==> src/rtl/uart_tx_feeder.sv <==
// Byte FIFO that feeds a UART transmitter through a txrdy/txack presentation handshake.
// Optional sticky overflow flag enabled by defining UART_TX_FEEDER_OVF_EN.
//
// state | meaning
// ------+------------------------------------------------------------
// IDLE  | nothing presented, txrdy low; wait for data with hold low
// SEND  | mem[rd_ptr] presented on txdata, txrdy high until txack
module uart_tx_feeder #(
   parameter int DEPTH  = 16,
   parameter int ADDR_W = 4
) (
   input  logic              clk,
   input  logic              reset,
   input  logic [7:0]        wr_data,
   input  logic              wr_en,
   input  logic              hold,
   output logic              full,
   output logic              empty,
   output logic [ADDR_W:0]   level,
   output logic [7:0]        txdata,
   output logic              txrdy,
   input  logic              txack,
   output logic              ovf
);

   typedef enum logic {
      IDLE = 1'b0,
      SEND = 1'b1
   } state_t;

   state_t            state;
   state_t            state_nxt;
   logic [7:0]        mem [DEPTH];
   logic [ADDR_W-1:0] wr_ptr;
   logic [ADDR_W-1:0] rd_ptr;
   logic [ADDR_W:0]   level_q;
   logic              push;
   logic              pop;
   logic              post_pop_nonzero;

   assign full   = (level_q == (ADDR_W+1)'(DEPTH));
   assign empty  = (level_q == '0);
   assign level  = level_q;
   assign txdata = mem[rd_ptr];
   assign txrdy  = (state == SEND);

   assign pop  = (state == SEND) && txack;
   // A pop at the same edge frees the slot the push lands in, so full only blocks a lone push.
   assign push = wr_en && (!full || pop);

   assign post_pop_nonzero = (level_q != (ADDR_W+1)'(1)) || push;

   always_ff @(posedge clk) begin
      if (!reset && push) begin
         mem[wr_ptr] <= wr_data;
      end
   end

   always_ff @(posedge clk) begin
      if (reset) begin
         wr_ptr  <= '0;
         rd_ptr  <= '0;
         level_q <= '0;
      end else begin
         if (push) begin
            wr_ptr <= wr_ptr + ADDR_W'(1);
         end
         if (pop) begin
            rd_ptr <= rd_ptr + ADDR_W'(1);
         end
         case ({push, pop})
            2'b10:   level_q <= level_q + (ADDR_W+1)'(1);
            2'b01:   level_q <= level_q - (ADDR_W+1)'(1);
            default: level_q <= level_q;
         endcase
      end
   end

   always_ff @(posedge clk) begin
      if (reset) begin
         state <= IDLE;
      end else begin
         state <= state_nxt;
      end
   end

   always_comb begin
      state_nxt = state;
      case (state)
         IDLE: begin
            if (!empty && !hold) begin
               state_nxt = SEND;
            end
         end
         SEND: begin
            // hold is only honoured at a byte boundary so a presentation is never withdrawn.
            if (pop) begin
               state_nxt = (post_pop_nonzero && !hold) ? SEND : IDLE;
            end
         end
         default: state_nxt = IDLE;
      endcase
   end

`ifdef UART_TX_FEEDER_OVF_EN
   logic ovf_q;

   always_ff @(posedge clk) begin
      if (reset) begin
         ovf_q <= 1'b0;
      end else if (wr_en && full && !txack) begin
         ovf_q <= 1'b1;
      end
   end

   assign ovf = ovf_q;
`else
   assign ovf = 1'b0;
`endif

endmodule

==> config.mk <==
export PLATFORM = sky130hd
export DESIGN_NAME = uart_tx_feeder
export DESIGN_NICKNAME = d
export VERILOG_FILES = /design/src/rtl/uart_tx_feeder.sv
export SDC_FILE = /design/constraint.sdc
export NUM_CORES = 1
export LEC_CHECK = 0
export CORE_ASPECT_RATIO = 0.8
export CORE_MARGIN = 5
export CORE_UTILIZATION = 59
export DETAILED_ROUTE_END_ITERATION = 10
export PLACE_DENSITY = 0.78
export SLEW_MARGIN = 30
export SYNTH_ARGS = -nofsm -noshare
export SYNTH_HDL_FRONTEND = slang
export SYNTH_SLANG_ARGS = --single-unit
==> constraint.sdc <==
create_clock -name clk -period 2.7 [get_ports clk]
set_clock_uncertainty 0.15 [all_clocks]
set_input_delay 0.27 -clock clk [delete_from_list [all_inputs] [get_ports clk]]
set_output_delay 0.27 -clock clk [all_outputs]
set_load 0.05 [all_outputs]
After elaboration in Yosys (flattened, before gate mapping)
Memory sizes are Yosys's and may differ from the RTL's. A register that Yosys moved wholly into a read port is not among the register bits.
Cells that the tools add are included.
Widths: inputs -> output; s select.
{"block": "totals", "reg_bits": 14, "mem_count": 1, "out_inout_bits": 17, "word_cells": 36, "input_bits": 13, "ram_bits": 128}
{"memory": "mem", "depth": 16, "word_bits": 8, "rd": 1, "rd_ports_with_merged_regs": 1, "wr": 1, "line": "33", "rtl": "logic [7:0] mem [DEPTH];"}
{"block": "classes", "addsub": 4, "n_eq_ne": 4, "bitwise": 1, "n_reduce_logical": 13, "muxes": 9}
{"op": "$pmux 5 s2", "n": 1}
{"op": "$add 4x1->4 const B", "n": 2}
{"op": "$mux 4", "n": 2}
{"op": "$add 5x1->5 const B", "n": 1}
{"op": "$eq 5x5->1 const B", "n": 1}
{"op": "$logic_and 1x1->1", "n": 5}
{"op": "$logic_not 5->1", "n": 1}
{"op": "$mux 1", "n": 5}
{"op": "$ne 5x1->1 const B", "n": 1}
{"op": "$sub 5x1->5 const B", "n": 1}
{"op": "$logic_not 1->1", "n": 4}
{"op": "$eq 2x1->1 const B", "n": 1}
{"op": "$eq 2x2->1 const B", "n": 1}
{"op": "$logic_or 1x1->1", "n": 2}
{"op": "$pmux 1 s2", "n": 1}
{"op": "$reduce_bool 2->1", "n": 1}
{"op": "$not 1->1", "n": 1}

Longest topological paths before layout
{"block": "logic_depth", "ltp_word": 9, "ltp_mapped": 7, "depth_no_buf": 7}

Worst setup path after synthesis
OpenSTA, ideal clock, no wires.
{"block": "synth_timing", "kind": "flip-flop to flip-flop", "startpoint": "register level_q[1], in the netlist level[1]", "endpoint": "memory mem[0][0] (enable)", "synth_period_minus_slack_ps": 2742, "path_slack_ps": -42, "path_stages_with_launch": 8, "path_buffers": 0, "t_arrival_ps": 2221, "setup_time_ps": 370, "required_ps": 2180, "path_cell_list": "dfxtp_1 > inv_1 > ha_1 > nand4bb_2 > inv_1 > nand2_1 > nand3_1 > nor2_1"}
{"block": "synth_via", "elab_chain_len": 7}
{"element": "start: declaration", "line": "36", "rtl": "logic [ADDR_W:0] level_q;"}
{"element": "start signal: assignment", "line": "72", "rtl": "2'b10: level_q <= level_q + (ADDR_W+1)'(1);"}
{"element": "start signal: assignment", "line": "73", "rtl": "2'b01: level_q <= level_q - (ADDR_W+1)'(1);"}
{"element": "start signal: assignment", "line": "74", "rtl": "default: level_q <= level_q;"}
{"element": "$eq 5x5->1", "line": "41", "rtl": "assign full = (level_q == (ADDR_W+1)'(DEPTH));"}
{"element": "via full", "line": "17", "rtl": "output logic full,"}
{"element": "$logic_not 1->1", "line": "49", "rtl": "assign push = wr_en && (!full || pop);"}
{"element": "$logic_or 1x1->1", "line": "49"}
{"element": "$logic_and 1x1->1", "line": "49"}
{"element": "$logic_and 1x1->1", "line": "54", "rtl": "if (!reset && push) begin"}
{"element": "$mux 1", "line": "54"}
{"element": "$mux 1 (not written as such)", "line": "55", "rtl": "mem[wr_ptr] <= wr_data;"}
{"element": "end: declaration", "line": "33"}
The timed path passes the listed nets, and every way through them passes these cells.

==> summary.md <==
| Metric | Value |
|---|---|
| Post-CTS setup buffer count | 0 |
| CTS clk-pin slew, worst paths | 0.06 ns |
| Worst Setup End Kind | primary output |
| Hold Buf Count CTS | 0 |
| Maximum clock rate | 385 MHz |
| Crit-path max cell delay | 0.60 ns |
| Syn Area/Cell | 18.3 µm² |
| Cells along the critical path | buf_12 -> mux4_1 -> a22oi_1 -> nand2_1 -> buf_4 |
| GRT Total Usage | 0.206 |
| Post-synthesis compound-gate area fraction | 0.0386 |
| Status | complete, no violations |
| Tmin final | 2.60 ns |
| Num CTS Buffers | 17 |
| Final Non-Filler Cells | 527 |
| N_diodes | 0 |
| Initial Util | 0.608 |
| Vias per cell | 5.87 |
| Crit Path Class | reg2out |
| Power Density | 758 nW/µm² |
| Vias after detailed routing | 3094 |
| Unrepaired setup endpoints after global routing | false |
| Worst skew pair latency | 0.41 ns |
| Area growth syn-to-layout | 18.9% |
| Synthesized instance count | 322 |
| H-tree depth | 4 |
| Die width | 122 µm |
| Leak Pwr | 0.00236 µW |
| First-pass GRT wire length | 18000 µm |
| Vias in the first global route | 3135 |
| Slew of the pin with the lowest slew margin | 0.649 ns |
| DRC | 0 |
| CP Launch Type | flip-flop |
| Met3 wire length | 616 µm |
| Routed WL per cell | 21.5 µm |
| Pre-antenna DRT Iters | 5 |
| Multiplexer area fraction after synthesis | 0.134 |
| Fin crit share | 0.962 |
| Layout Utilization | 0.723 |
| Yosys reg bits | 146 |
| Yosys warnings | 0 |
| Io pins | 30 |
| Post-synth cell types | 43 |
| DRT iter0 DRCs | 309 |
| Startpoint of the worst hold path | rd_ptr[1] |
| Slew HR | 0.566 |
| Arrival @ worst endpoint | 2.18 ns |
| CP max FO | 16 |
| Share of cells above drive strength 1 | 0.220 |
| Die ar. | 12100 µm² |
| RR Startpoint | level[1] |
| Synth Area in XOR/XNOR | 0.0119 |
| Register area share after synthesis | 0.713 |
| Core footprint | 9690 µm² |
| Setup tns final | 0 ns |
| Final Setup Violations | 0 |
| CTS sink cnt | 146 |
| DP HPWL | 6900 µm |
| CTS max path bufs | 2 |
| Synth Area in Adders | 0.0191 |
| Min-delay worst type | reg2reg |
| WL met1 | 5030 µm |
| Core Rows | 32 |
| Global route overflow | 0 |
| Top routing layer in use | met4 |
| Largest net degree at the start of global routing | 33 |
| Main combinational cell family by area after synthesis | multiplexers |
| Mapped Nets | 344 |
| Die Ht | 99.4 µm |
| Max rail drop VDD | 634 µV |
| Placed insts | 494 |
| Slowest CP cell | mux4_1 |
| Final slew viol count | 0 |
| Netlist Area Pre-Place | 5890 µm² |
| Clock Tree Root | clkbuf_16 |
| Total routed wirelength | 11300 µm |
| Final Hold Fails | 0 |
| Post-synthesis simple-gate area fraction | 0.0573 |
| Routed Antenna Nets | 0 |
| I/O Buffers | 28 |
| MaxCap Viol Count | 0 |
| Required @ worst endpoint | 2.28 ns |
| CTS tree | built |
| Met2 wire length | 5460 µm |
| Antenna violations before repair | 0 |
| Gpl congestion | 0.840 |
| Fin nets | 400 |
[repair_timing]
item / in CTS / in global routing
endpoints found under the setup margin: 1 / 1
gates cloned: 0 / 1
resized for setup: 1 / 0
[power by group]
group          leakage, µW  total, µW  switching, µW  internal (µW)
registers          0.00130       2530           36.8           2490
clock network     0.000290       2250            884           1370
logic             0.000774        525            312            213
total              0.00236       5310           1230           4080
[cell type report]
class,instances,area [µm²]
multi-input combinational,154,1540
timing repair buffer,52,469
fill,571,2690
sequential,146,4210
inverter,7,26.3
tap,136,170
clock inverter,9,65.1
clock buffer,23,522
[worst paths after layout]
| kind | slack, ns | cells past startpoint | end |
|---|---|---|---|
| worst max-delay path | 0.10 | 5 | txdata[1] |
| worst min-delay path | 0.37 | 2 | rd_ptr[1] |
| worst max register to register | 0.49 | 8 | mem[6][5] |
| worst min register to register | 0.37 | 2 | rd_ptr[1] |
[cell usage in the layout, fill, tap and decap left out, types with 2 or more instances in the layout]
master,count
a21oi_1,5
clkdlybuf4s50_1,19
nand3_1,8
nor3_1,2
nand2_1,19
dfxtp_2,3
clkinv_2,2
or3_1,3
and2_1,3
inv_1,7
buf_4,30
dfxtp_1,15
ha_1,9
mux4_2,16
xnor2_1,5
clkinv_4,2
mux4_1,16
a22oi_1,16
clkbuf_1,2
edfxtp_1,128
nor2_1,28
nand4b_1,2
xor2_1,3
inv_6,2
clkbuf_16,21
inv_4,2
nor2b_1,2
[flip-flops by register name (all words and copies together) (netlist names), named ones only]
register	flops
level	5
wr_ptr	4
mem	128
txrdy	1
rd_ptr	4
[worst max-delay path, delay by kind of cell (launching register included)]
family / cells / cell delay [ns]
compound gates: 1 / 0.21
buf+inv: 2 / 0.40
flops: 1 / 0.40
mux: 1 / 0.60
simple gates: 1 / 0.14
[metal layers]
layer,up-vias,GRT usage
li1,1404,-
met1,1573,0.298
met2,97,0.309
met3,20,0.0586
met4,0,0.0637
met5,-,0
[Yosys cell counts]
master / number / area share
edfxtp_1: 128 / 0.65
nor2_1: 28 / 0.018
nand2_1: 19 / 0.012
dfxtp_1: 18 / 0.061
a22oi_1: 16 / 0.020
mux4_1: 16 / 0.071
mux4_2: 16 / 0.061
ha_1: 9 / 0.019
nand3_1: 8 / 0.0068
inv_1: 7 / 0.0045
a21oi_1: 5 / 0.0042
xnor2_1: 5 / 0.0074
and2_1: 3 / 0.0032
buf_2: 3 / 0.0025
clkdlybuf4s25_2: 3 / 0.0051
or3_1: 3 / 0.0032
xor2_1: 3 / 0.0045
buf_4: 2 / 0.0025
buf_6: 2 / 0.0038
clkbuf_1: 2 / 0.0013
nand4b_1: 2 / 0.0030
nor2b_1: 2 / 0.0021
nor3_1: 2 / 0.0017
a211o_1: 1 / 0.0015
a21bo_2: 1 / 0.0017
a311oi_1: 1 / 0.0015
a31oi_1: 1 / 0.0011
and2b_1: 1 / 0.0013
buf_1: 1 / 0.00064
buf_12: 1 / 0.0034
clkbuf_2: 1 / 0.00085
conb_1: 1 / 0.00064
mux2_2: 1 / 0.0019
nand2b_1: 1 / 0.0011
nand3b_1: 1 / 0.0013
nand4_1: 1 / 0.0011
nand4bb_2: 1 / 0.0028
o211ai_2: 1 / 0.0021
o21ai_0: 1 / 0.00085
o21ai_2: 1 / 0.0015
o22ai_1: 1 / 0.0011
o31ai_1: 1 / 0.0013
o32ai_1: 1 / 0.0015
[metrics by stage]
stage                     hold slack (ns)  setup WS (ns)  total power (µW)  cell area, µm²
after global placement              0.337          0.420              3080            6390
final                               0.373          0.104              5310            7000
after floorplan                     0.219          0.190              2930            5900
after global routing                0.408         0.0402              5510            7000
after CTS                           0.371         0.0455              5340            6980
after detailed placement            0.350          0.410              3090            6390
[cells by family (layout without fill, tap and decap cells)]
| logic type | count (synthesis) | count (layout) |
|---|---|---|
| DFF | 146 | 146 |
| adders and majority gates | 9 | 9 |
| AOI/OAI and AO/OA | 31 | 31 |
| muxes | 33 | 33 |
| xor gates and xnor gates | 8 | 8 |
| buffers and inverters | 22 | 91 |
| other | 1 | 1 |
| and+or+nand+nor | 72 | 72 |
Note: power is estimated with default switching activity, not from simulation.
